===== config.mk =====
export PLATFORM = sky130hd
export DESIGN_NAME = mips_seq_shifter
export DESIGN_NICKNAME = d
export VERILOG_FILES = /design/src/rtl/mips_seq_shifter.sv
export SDC_FILE = /design/constraint.sdc
export NUM_CORES = 1
export LEC_CHECK = 0
export ABC_AREA = 0
export ABC_CLOCK_PERIOD_IN_PS = 4450
export CAP_MARGIN = 30
export CORE_ASPECT_RATIO = 1.5
export CORE_MARGIN = 1.5
export CORE_UTILIZATION = 50
export CTS_BUF_LIST = sky130_fd_sc_hd__clkbuf_16
export CTS_CLUSTER_SIZE = 14
export DETAILED_ROUTE_END_ITERATION = 6
export HOLD_SLACK_MARGIN = 0.1
export PLACE_DENSITY = 0.75
export SLEW_MARGIN = 20
export SYNTH_ARGS = -nofsm -noshare
export SYNTH_HDL_FRONTEND = slang
export SYNTH_SLANG_ARGS = --single-unit

===== constraint.sdc =====
create_clock -name Clk -period 4.45 [get_ports Clk]
set_clock_uncertainty 0.1 [all_clocks]
set_input_delay 0.445 -clock Clk [delete_from_list [all_inputs] [get_ports Clk]]
set_output_delay 0.445 -clock Clk [all_outputs]
set_load 0.02 [all_outputs]

===== src/rtl/mips_seq_shifter.sv =====
// Multicycle shift/rotate unit: accepts one operation when idle, walks the
// operand at most STEP bit positions per cycle, then pulses done for one cycle.
module mips_seq_shifter #(
    parameter int WIDTH   = 32,
    parameter int STEP    = 1,
    parameter int SHAMT_W = $clog2(WIDTH)
) (
    input  logic               Clk,
    input  logic               reset,
    input  logic               start,
    input  logic [2:0]         funct,
    input  logic [SHAMT_W-1:0] shamt,
    input  logic [WIDTH-1:0]   data_in,
    output logic               busy,
    output logic               done,
    output logic               illegal,
    output logic [WIDTH-1:0]   result
);

    localparam logic [1:0] ST_IDLE  = 2'd0;
    localparam logic [1:0] ST_SHIFT = 2'd1;
    localparam logic [1:0] ST_DONE  = 2'd2;

    localparam logic [2:0] F_PASS = 3'd0;
    localparam logic [2:0] F_SLL  = 3'd1;
    localparam logic [2:0] F_SRL  = 3'd2;
    localparam logic [2:0] F_SRA  = 3'd3;
    localparam logic [2:0] F_ROL  = 3'd4;
    localparam logic [2:0] F_ROR  = 3'd5;

    // One extra bit so that STEP == WIDTH is representable.
    localparam logic [SHAMT_W:0] STEP_W  = (SHAMT_W+1)'(STEP);
    localparam logic [SHAMT_W:0] WIDTH_W = (SHAMT_W+1)'(WIDTH);

    logic [1:0]         state_reg, state_next;
    logic [WIDTH-1:0]   result_reg, result_next;
    logic [2:0]         funct_reg, funct_next;
    logic [SHAMT_W-1:0] remaining_reg, remaining_next;
    logic               sign_reg, sign_next;
    logic               illegal_reg, illegal_next;

    logic [SHAMT_W-1:0] step_amt;
    logic [SHAMT_W:0]   rot_back;
    logic [WIDTH-1:0]   fill_mask;
    logic [WIDTH-1:0]   shifted;
    logic               shift_op;

    // Per-cycle step: k = min(STEP, remaining). k never exceeds WIDTH-1, so
    // the complementary rotate amount WIDTH-k stays within the word.
    always_comb begin
        step_amt  = ({1'b0, remaining_reg} > STEP_W) ? STEP_W[SHAMT_W-1:0] : remaining_reg;
        rot_back  = WIDTH_W - {1'b0, step_amt};
        fill_mask = ~({WIDTH{1'b1}} >> step_amt);
        case (funct_reg)
            F_SLL:   shifted = result_reg << step_amt;
            F_SRL:   shifted = result_reg >> step_amt;
            F_SRA:   shifted = (result_reg >> step_amt) | (fill_mask & {WIDTH{sign_reg}});
            F_ROL:   shifted = (result_reg << step_amt) | (result_reg >> rot_back);
            F_ROR:   shifted = (result_reg >> step_amt) | (result_reg << rot_back);
            default: shifted = result_reg;
        endcase
    end

    assign shift_op = (funct != F_PASS) && (funct[2:1] != 2'b11);

    always_comb begin
        state_next     = state_reg;
        result_next    = result_reg;
        funct_next     = funct_reg;
        remaining_next = remaining_reg;
        sign_next      = sign_reg;
        illegal_next   = illegal_reg;
        case (state_reg)
            ST_IDLE: begin
                if (start) begin
                    result_next    = data_in;
                    funct_next     = funct;
                    remaining_next = shamt;
                    sign_next      = data_in[WIDTH-1];
                    illegal_next   = (funct[2:1] == 2'b11);
                    if ((shamt == '0) || !shift_op)
                        state_next = ST_DONE;
                    else
                        state_next = ST_SHIFT;
                end
            end
            ST_SHIFT: begin
                result_next    = shifted;
                remaining_next = remaining_reg - step_amt;
                if (remaining_reg == step_amt)
                    state_next = ST_DONE;
            end
            ST_DONE: begin
                state_next = ST_IDLE;
            end
            default: begin
                state_next = ST_IDLE;
            end
        endcase
    end

    always_ff @(posedge Clk) begin
        if (reset) begin
            state_reg     <= ST_IDLE;
            result_reg    <= '0;
            funct_reg     <= F_PASS;
            remaining_reg <= '0;
            sign_reg      <= 1'b0;
            illegal_reg   <= 1'b0;
        end else begin
            state_reg     <= state_next;
            result_reg    <= result_next;
            funct_reg     <= funct_next;
            remaining_reg <= remaining_next;
            sign_reg      <= sign_next;
            illegal_reg   <= illegal_next;
        end
    end

    // Outputs decode registered state only; nothing flows straight from inputs.
    assign busy    = (state_reg != ST_IDLE);
    assign done    = (state_reg == ST_DONE);
    assign illegal = (state_reg == ST_DONE) && illegal_reg;
    assign result  = result_reg;

endmodule

==> impl_metrics.json, run 1 <==
{
  "outcome": "finished clean",
  "max-slew-margin-rel_pct": 42.1,
  "first_iter_violations": 864,
  "htreeDepth": 2,
  "crit_type": "reg -> reg",
  "cts-buffers-inserted": 5,
  "rsz0062_at_grt": "no",
  "post_route_cells_drive_above_1_share_pct": 11.1,
  "dp_hpwl_um": 17700,
  "r2r.worst_path.cells": 15,
  "yosysSeqAreaShare_pct": 16.0,
  "grt_pass1_vias": 6271,
  "worst_r2r_endpoint": "result[29]",
  "antennaDiodeCount": 0,
  "crit-reg2reg-launch": "remaining_reg[1]",
  "cp.arrival_ns": 3.68,
  "cts.clk_slew.worst_paths_ns": 0.06,
  "cp_startpoint_kind": "flip-flop",
  "period_minus_slack_ns": 3.56,
  "post_drt_via_cell_ratio": 7.39,
  "path_buf_inv": 6,
  "grt_antenna_before_repair": 0,
  "setup-tns-final_ns": 0,
  "crit_path_required_time_ns": 4.57,
  "power_frac_seq_pct": 24.5,
  "end_kind": "flip-flop",
  "clock.fmax_mhz": 281,
  "synthesis.area_per_instance_um2": 7.64,
  "largest_reg_flops": 32,
  "postSynthCellCount": 719,
  "ys_seq_elements": 44,
  "cts_buffer_depth": 2,
  "cellLeakagePower_nw": 2.25,
  "grt_first_pass_wirelength_um": 37800,
  "tritoncts_num_sinks": 44,
  "critical_path_depth": 15,
  "port_buffers": 77,
  "intPower_mw": 1.28,
  "areaGrowthSynthToFinish_pct": 16.0,
  "start_util_pct": 51.6,
  "ant_nets": 0,
  "cts.repair.resized": 0,
  "dieArea_mm2": 0.0116,
  "timing.hold.worst.class": "reg -> reg",
  "total_standard_cell_area_after_synthesis_mm2": 0.00550,
  "clock_power_share_pct": 14.5,
  "clk-insertion-delay-late_ns": 0.30,
  "grt_max_degree": 71,
  "tightest_slew_ns": 0.862,
  "vias": 6570,
  "ys_dominant_reg_cell": "dfxtp_1",
  "first_pass_iters": 5,
  "std_cell_rows": 46,
  "post-route-period-util_pct": 80.0,
  "maxSlewViolCount": 0,
  "crit_path_cells": "nor4_4, buf_4, nand2_4, clkinv_4, ha_1, clkinv_1, buf_4, ha_1, buf_4, inv_1, and3_1, o21ai_0, o311ai_0, a21oi_1, o211ai_1",
  "finalSetupViolations": 0,
  "netlist.area_leader.share_pct": 16.0,
  "count_of_flip_flops_with_a_built_in_enable_after_synthesis": 0,
  "timing_hold_violations_final": 0,
  "tritoncts_clock_tree": "yes",
  "yosys.cell_types.count": 79,
  "p_per_area_mw_per_mm2": 401,
  "routed_wirelength_um": 24800,
  "gp_routability_congestion": 1.09,
  "fin_nets": 793,
  "vdd.ir_drop.worst_mv": 0.241,
  "comb_power_share_pct": 61.0,
  "post-cts-setup-buffer-count": 0,
  "largest_cells_by_area_after_synthesis": "dfxtp_1 (16%), mux4_2 (7.8%), mux4_1 (5.7%)",
  "cpLargestDelayFamily": "compound AO/OA/AOI/OAI gates",
  "cts_hold_buf": 0,
  "floorplan.io_pins": 78,
  "leading_cell_type_by_number_of_instances_after_synthesis": "nor2_1",
  "p_sw_share_pct": 50.1,
  "drt_drc_violations_left": 0,
  "groute.usage.overall_pct": 43.7,
  "core_mm2": 0.0106,
  "synth_async_sr_flop_share_pct": 0,
  "die_width_um": 88.6,
  "dominant_cell_type_by_count_on_the_critical_path": "buf_4",
  "setup.worst_path.end": "result[29]",
  "total_power_mw": 2.56,
  "timing.critical_path.fanout_max": 17,
  "setup.worst_path.start": "remaining_reg[1]",
  "grt-ovfl-total": 0,
  "synthesis.yosys.warnings": 0,
  "critical_path.slowest_cell": "o311ai_0",
  "post-synth-top-area-cell": "dfxtp_1",
  "clock_tree.root_cell": "clkbuf_16",
  "worst_path_largest_cell_delay_ns": 0.60,
  "r2r_slack_ns": 0.89,
  "top_cell_types_by_occurrence_after_synthesis": "nor2_1 (71), clkbuf_1 (59), o21ai_0 (58)",
  "netSwitchingPower_mw": 1.28,
  "timing.max_cap.violations": 0,
  "wire_per_inst_um": 28.0,
  "die_h_um": 131
}
==> worst min-delay path: stages, from the launching register on <==
cell	delay [ns]
dfxtp_1	0.32
nand2_1	0.06
a21oi_1	0.06
==> metal layers <==
metal / up-vias / track usage [%] / share of wire, %
met1: 3044 / 51.8 / 34
met3: 148 / 10.5 / 11
li1: 2838 / - / -
met5: - / 0 / 0
met2: 540 / 66.8 / 46
met4: 0 / 32.6 / 9.1
==> worst min path at each step <==
stage / start / end / slack, ns / cells after the start
floorplan: illegal_reg / illegal_reg / 0.33 / 2
global placement: illegal_reg / illegal_reg / 0.37 / 2
detailed placement: illegal_reg / illegal_reg / 0.38 / 2
CTS: illegal_reg / illegal_reg / 0.40 / 2
global route: illegal_reg / illegal_reg / 0.42 / 2
finish: illegal_reg / illegal_reg / 0.40 / 2
==> cells in the final DEF, fill, tap and decap left out, types with 9 or more instances in the layout <==
master	netlist	final
a211oi_1	15	15
o221ai_1	9	9
dfxtp_1	44	44
o211ai_1	17	17
mux2i_1	22	22
o2111ai_1	10	10
mux2_2	14	14
buf_4	7	29
o21ai_0	58	58
nand2_1	56	56
nor3_1	20	20
o22ai_1	9	9
nand3_1	21	21
nor2_1	71	71
a21oi_1	56	56
a31oi_1	15	15
mux4_1	12	12
mux4_2	19	19
a221oi_1	15	15
clkdlybuf4s50_1	0	77
inv_1	12	12
==> power groups by stage <==
| stage | Sequential (mW) | Clock, mW | Combinational [mW] |
|---|---|---|---|
| 4_1_cts | 0.612 | 0.379 | 1.51 |
| 2_1_floorplan | 0.549 | 0 | 1.08 |
| 3_5_place_dp | 0.621 | 0 | 1.50 |
| 5_1_grt | 0.629 | 0.386 | 1.64 |
| 6_report | 0.628 | 0.370 | 1.56 |
| 3_3_place_gp | 0.618 | 0 | 1.50 |
==> per-stage QoR <==
| step | std cells | setup WS [ns] | cell area [um2] | hold slack (ns) | util, % |
|---|---|---|---|---|---|
| after floorplan | 721 | 0.0615 | 5500 | 0.332 | - |
| after global placement | 882 | 0.934 | 6240 | 0.374 | 58.6 |
| after detailed placement | 882 | 0.883 | 6240 | 0.382 | 58.6 |
| after CTS | 889 | 1.02 | 6370 | 0.397 | 59.9 |
| after global routing | 889 | 0.623 | 6370 | 0.421 | 59.9 |
| final | 889 | 0.891 | 6370 | 0.397 | 59.9 |
==> area by class of cell <==
type	count	area, um2
well taps	144	180
inverters	16	65.1
flip-flops and latches	44	881
clock inverters	2	7.51
fillers	985	4270
clock buffers	5	125
repair buffers	106	988
multi-input cells	572	4130
==> kinds of logic after synthesis <==
family / synth area share [%]
AOI/OAI and AO/OA: 33.1
and+or+nand+nor: 19.9
buffers and inverters: 9.04
muxes: 20.4
DFF: 16.0
adders and majority gates: 1.14
other: 0.137
xor gates and xnor gates: 0.319
Note: power is estimated with default switching activity, not from simulation.
==> inputs of run 2 (changes only) <==
ABC_CLOCK_PERIOD_IN_PS = 3600   (was 4450)
PLACE_DENSITY = 0.72   (was 0.75)
clock period = 3.6 ns   (was 4.45 ns; I/O delays follow)
==> run 2 against run 1 <==
Sequential power grew 24%. Clock power grew 26%. Non-clock buffer count increased by 8. Final cell count increased by 1.0%. Sequential cell count stayed put. Die area unchanged.
==> impl_metrics.json, run 2 (same netlist as run 1, synthesis figures left out) <==
{
  "groute.usage.overall_pct": 44.8,
  "busiest_grt_layer": "met2",
  "post-route-period-util_pct": 90.7,
  "port_buffers": 77,
  "setup-tns-final_ns": 0,
  "clk-insertion-delay-late_ns": 0.29,
  "first_iter_violations": 979,
  "wire_per_inst_um": 28.6,
  "layout.filler_cells": 988,
  "total_power_mw": 3.24,
  "max-slew-margin-rel_pct": 38.5,
  "grt_first_pass_wirelength_um": 38900,
  "p_per_area_mw_per_mm2": 501,
  "gp_routability_congestion": 1.08,
  "timing.hold.worst.class": "reg -> reg",
  "crit_path_required_time_ns": 3.67,
  "mostFrequentLayoutCell": "clkdlybuf4s50_1",
  "post_route_cells_drive_above_1_share_pct": 12.5,
  "die_width_um": 88.6,
  "layout_common_cells": "clkdlybuf4s50_1 (77), nor2_1 (71), o21ai_0 (58), nand2_1 (56), a21oi_1 (56)",
  "gr-usage-met3_pct": 9.23,
  "grt_antenna_before_repair": 0,
  "outcome": "finished clean",
  "grt_max_degree": 55,
  "tightest_slew_ns": 0.915,
  "crit_type": "reg -> reg",
  "worst_r2r_endpoint": "result[12]",
  "fin_cells": 898,
  "cellLeakagePower_nw": 2.31,
  "end_kind": "flip-flop",
  "first_pass_iters": 6,
  "crit-reg2reg-launch": "remaining_reg[2]",
  "std_cell_rows": 46,
  "tritoncts_clock_tree": "yes",
  "maxSlewViolCount": 0,
  "core_mm2": 0.0106,
  "timing_hold_violations_final": 0,
  "dp_hpwl_um": 18400,
  "htreeDepth": 2,
  "cts_hold_buf": 0,
  "start_util_pct": 51.6,
  "rsz0062_at_grt": "no",
  "place_worst_setup_slack_ns": 0.406,
  "drt_drc_violations_left": 0,
  "setup.worst_path.end": "result[12]",
  "cts.repair.resized": 0,
  "dieArea_mm2": 0.0116,
  "die_h_um": 131,
  "areaGrowthSynthToFinish_pct": 17.8,
  "cts-buffers-inserted": 5,
  "timing.max_cap.violations": 0,
  "cts_buffer_depth": 2,
  "largest_reg_flops": 32,
  "worst_slack_ns": 0.335,
  "routed_wirelength_um": 25700,
  "r2r_slack_ns": 0.34,
  "floorplan.io_pins": 78,
  "r2r.worst_path.cells": 11,
  "clock_tree.root_cell": "clkbuf_16",
  "vias": 6767,
  "vdd.ir_drop.worst_mv": 0.303,
  "clock.fmax_mhz": 306,
  "timing.critical_path.fanout_max": 11,
  "finalSetupViolations": 0,
  "setup.worst_path.start": "remaining_reg[2]",
  "grt_met1_usage_pct": 53.6,
  "grt-ovfl-total": 0,
  "grt_pass1_vias": 6487,
  "cp_startpoint_kind": "flip-flop",
  "ant_nets": 0,
  "period_minus_slack_ns": 3.26,
  "cp.arrival_ns": 3.33,
  "post_drt_via_cell_ratio": 7.54,
  "cts.clk_slew.worst_paths_ns": 0.07,
  "antennaDiodeCount": 0,
  "dp_cells": 890,
  "fin_nets": 801,
  "groute.layer.met2.usage_pct": 71.9,
  "post-cts-setup-buffer-count": 0,
  "tritoncts_num_sinks": 44,
  "hold_ws_ns": 0.390
}
-- run 2: worst max-delay path, stage by stage (launching register included) --
cell and delay (ns):
dfxtp_1 0.39, nor4_4 0.35, nand2_4 0.12, clkinv_4 0.06, ha_2 0.20, clkinv_4 0.11, ha_4 0.26, inv_1 0.31
buf_4 0.28, mux2_2 0.34, a2111oi_0 0.46, o21ai_1 0.12
-- run 2: metal layers --
layer | wire length [um] | vias up
li1 | - | 2864
met1 | 8410 | 3153
met2 | 12200 | 584
met3 | 2950 | 166
met4 | 2190 | 0
met5 | 0 | -
-- run 2: metrics by stage --
step	cell area, um2	utilization [%]
floorplan	5560	-
global placement	6330	59.5
detailed placement	6330	59.5
CTS	6470	60.8
global route	6470	60.8
finish	6470	60.8
-- run 2: power breakdown --
part | switching (mW) | internal (mW)
Clock | 0.214 | 0.251
Combinational | 1.20 | 0.801
Sequential | 0.222 | 0.554
-- run 2: final cells by class --
type	count	area [um2]	area share, %
tap	144	180	2.78
clock buffer	5	125	1.93
clock inverter	3	11.3	0.174
multi-input combinational	572	4140	64.0
timing repair buffer	114	1060	16.4
inverter	16	70.1	1.08
sequential	44	881	13.6
-- run 2: worst min-delay path by stage --
| stage | start | endpoint | depth (start not counted) |
|---|---|---|---|
| floorplan | illegal_reg | illegal_reg | 2 |
| global placement | illegal_reg | illegal_reg | 2 |
| detailed placement | illegal_reg | illegal_reg | 2 |
| CTS | illegal_reg | illegal_reg | 2 |
| global route | illegal_reg | illegal_reg | 2 |
| finish | illegal_reg | illegal_reg | 2 |
==> inputs of run 3 (changes only) <==
CTS_CLUSTER_DIAMETER = 150   (was unset)
==> results of run 3 <==
Same layout as run 2: the final DEF is identical, and so are final timing and power.
==> RTL edit: new RTL, flow settings as in run 2 <==
`WIDTH`: 32 -> 16.
--- a/src/rtl/mips_seq_shifter.sv
+++ b/src/rtl/mips_seq_shifter.sv
@@ -1,7 +1,7 @@
 // Multicycle shift/rotate unit: accepts one operation when idle, walks the
 // operand at most STEP bit positions per cycle, then pulses done for one cycle.
 module mips_seq_shifter #(
-    parameter int WIDTH   = 32,
+    parameter int WIDTH   = 16,
     parameter int STEP    = 1,
     parameter int SHAMT_W = $clog2(WIDTH)
 ) (
Interface: changed (resized data_in, result and shamt); port bits go from 78 to 45. The function was not compared with the original's and may differ.
==> RTL edit against run 2 <==
The flow now finishes with violations (design-rule violations); synthesized cell count down 34%; power shrank 48%; cell area fell by 41%; highest routed layer unchanged; largest power group unchanged; worst setup slack lost 0.049 ns; combinational power shrank 52%; wire length fell by 45%; synthesized area is 41% lower; sequential cell count is 17 lower.
==> RTL edit: results (changes against run 2) <==
| Metric | Value |
|---|---|
| Critical-path maximum fanout | 14 (was 11) |
| Max reg flops | 16 (was 32) |
| IO Port Bufs | 44 (was 77) |
| DRT Pass-1 Iters | 7 (was 6) |
| Via count | 4174 (was 6767) |
| Outcome | finished with violations (was finished clean) |
| M1 GR Usage | 51.3% (was 53.6%) |
| Vias in the first global route | 3973 (was 6487) |
| Share of layout cells above drive strength 1 | 9.15% (was 12.5%) |
| Placer Congestion | 1.03 (was 1.08) |
| CP arrival | 3.35 ns (was 3.33 ns) |
| Crit path from | remaining_reg[2] (unchanged) |
| Setup WS pre-CTS | 0.243 ns (was 0.406 ns) |
| Seq/Total Area, Yosys | 16.8% (was 16.0%) |
| M2 GR Usage | 65.8% (was 71.9%) |
| Area contributors post-synth | dfxtp_1 (17%), mux2i_1 (7.1%), a21oi_1 (7.0%), nand2_1 (6.2%), o21ai_0 (5.6%) (was dfxtp_1 (16%), mux4_2 (7.8%), mux4_1 (5.7%), o21ai_0 (5.3%), a21oi_1 (5.1%)) |
| Dpl cell area | 3710 um^2 (was 6330 um^2) |
| Iteration-0 DRC Markers | 856 (was 979) |
| DRT Wirelength | 14100 um (was 25700 um) |
| GRT Total Usage | 42.6% (was 44.8%) |
| Htree depth | 1 (was 2) |
| FILL cells | 609 (was 988) |
| Reg2reg end | result[11] (was result[12]) |
| R2R depth | 11 (unchanged) |
| Leakage | 1.35 nW (was 2.31 nW) |
| Largest net degree at the start of global routing | 53 (was 55) |
| Met3 Track Usage GR | 9.56% (was 9.23%) |
| Failing checks | design-rule violations |
| VDD IR-drop max | 295 uV (was 303 uV) |
| Minimum clock period | 3.31 ns (was 3.26 ns) |
| Internal | 0.846 mW (was 1.61 mW) |
| First-pass GRT wire length | 21900 um (was 38900 um) |
| Unique masters post-synth | 63 (was 79) |
| Post-DP HPWL | 9890 um (was 18400 um) |
| Final net count | 525 (was 801) |
| Number of maximum-capacitance violations | 0 (unchanged) |
| Clock latency on the worst-skew pair | 0.27 ns (was 0.29 ns) |
| Residual DRC count | 10 (was 0) |
| Synth cell count leaders | nand2_1 (53), a21oi_1 (45), clkbuf_1 (37), nor2_1 (37), o21ai_0 (36) (was nor2_1 (71), clkbuf_1 (59), o21ai_0 (58)) |
| Ys Warns | 0 (unchanged) |
| Reg2reg setup slack | 0.29 ns (was 0.34 ns) |
| Worst slew pin tran | 0.818 ns (was 0.915 ns) |
| TritonCTS Buffers | 3 (was 5) |
-- RTL edit: cell types whose count changed in the layout (fill, tap and decap cells not counted), moves of 10 or more --
cell             change
a21oi_1             -11
a221oi_1            -14
buf_4               -14
clkdlybuf4s50_1     -33
dfxtp_1             -17
mux2_2              -10
mux4_1              -12
mux4_2              -16
nor2_1              -35
o211ai_1            -10
o21ai_0             -22
-- RTL edit: cell families after synthesis --
| family | share of synthesized area (%) |
|---|---|
| compound gates | 34.8 |
| flops | 16.8 |
| mux | 10.6 |
| buf+inv | 9.46 |
| other cells | 0.233 |
| fa+ha+maj | 2.33 |
| simple gates | 25.8 |
-- RTL edit: per-layer routing --
| layer | part of all wire [%] | vias to the layer above |
|---|---|---|
| li1 | - | 1811 |
| met1 | 34 | 1900 |
| met2 | 46 | 362 |
| met3 | 12 | 101 |
| met4 | 8.0 | 0 |
| met5 | 0 | - |
-- RTL edit: worst max-delay path, cell delays in order (launching register included) --
cell and delay, ns:
dfxtp_1 0.38, or4_4 0.60, clkinv_8 0.06, ha_1 0.24
inv_1 0.12, ha_2 0.41, buf_4 0.21, nand3_1 0.07
o21ai_0 0.08, and3_1 0.21, a2111oi_0 0.54, o21ai_0 0.15
-- RTL edit: how the worst min path moves through the flow --
stage	start	endpoint	slack, ns
6_report	illegal_reg	illegal_reg	0.39
3_5_place_dp	illegal_reg	illegal_reg	0.38
3_3_place_gp	illegal_reg	illegal_reg	0.37
5_1_grt	illegal_reg	illegal_reg	0.41
4_1_cts	illegal_reg	illegal_reg	0.39
2_1_floorplan	illegal_reg	illegal_reg	0.35
-- RTL edit: cell type report --
cell class / count / area, um^2 / area share [%]
multi-input cells: 382 / 2400 / 63.2
inverters: 12 / 57.6 / 1.52
clock inverters: 1 / 5.00 / 0.132
repair buffers: 67 / 626 / 16.5
well taps: 74 / 92.6 / 2.44
clock buffers: 3 / 75.1 / 1.98
flip-flops and latches: 27 / 541 / 14.2
-- RTL edit: power groups by stage --
stage | Sequential, mW | Clock [mW] | Combinational (mW)
after floorplan | 0.396 | 0 | 0.648
after global placement | 0.446 | 0 | 0.913
after detailed placement | 0.444 | 0 | 0.910
after CTS | 0.437 | 0.274 | 0.916
after global routing | 0.447 | 0.285 | 1.01
final | 0.447 | 0.277 | 0.955
-- RTL edit: per-stage QoR --
step	utilization [%]	hold slack [ns]	cells	power [mW]
2_1_floorplan	-	0.346	474	1.04
3_3_place_gp	60.1	0.375	562	1.36
3_5_place_dp	60.1	0.380	562	1.35
4_1_cts	61.4	0.392	566	1.63
5_1_grt	61.5	0.408	566	1.74
6_report	61.5	0.387	566	1.68
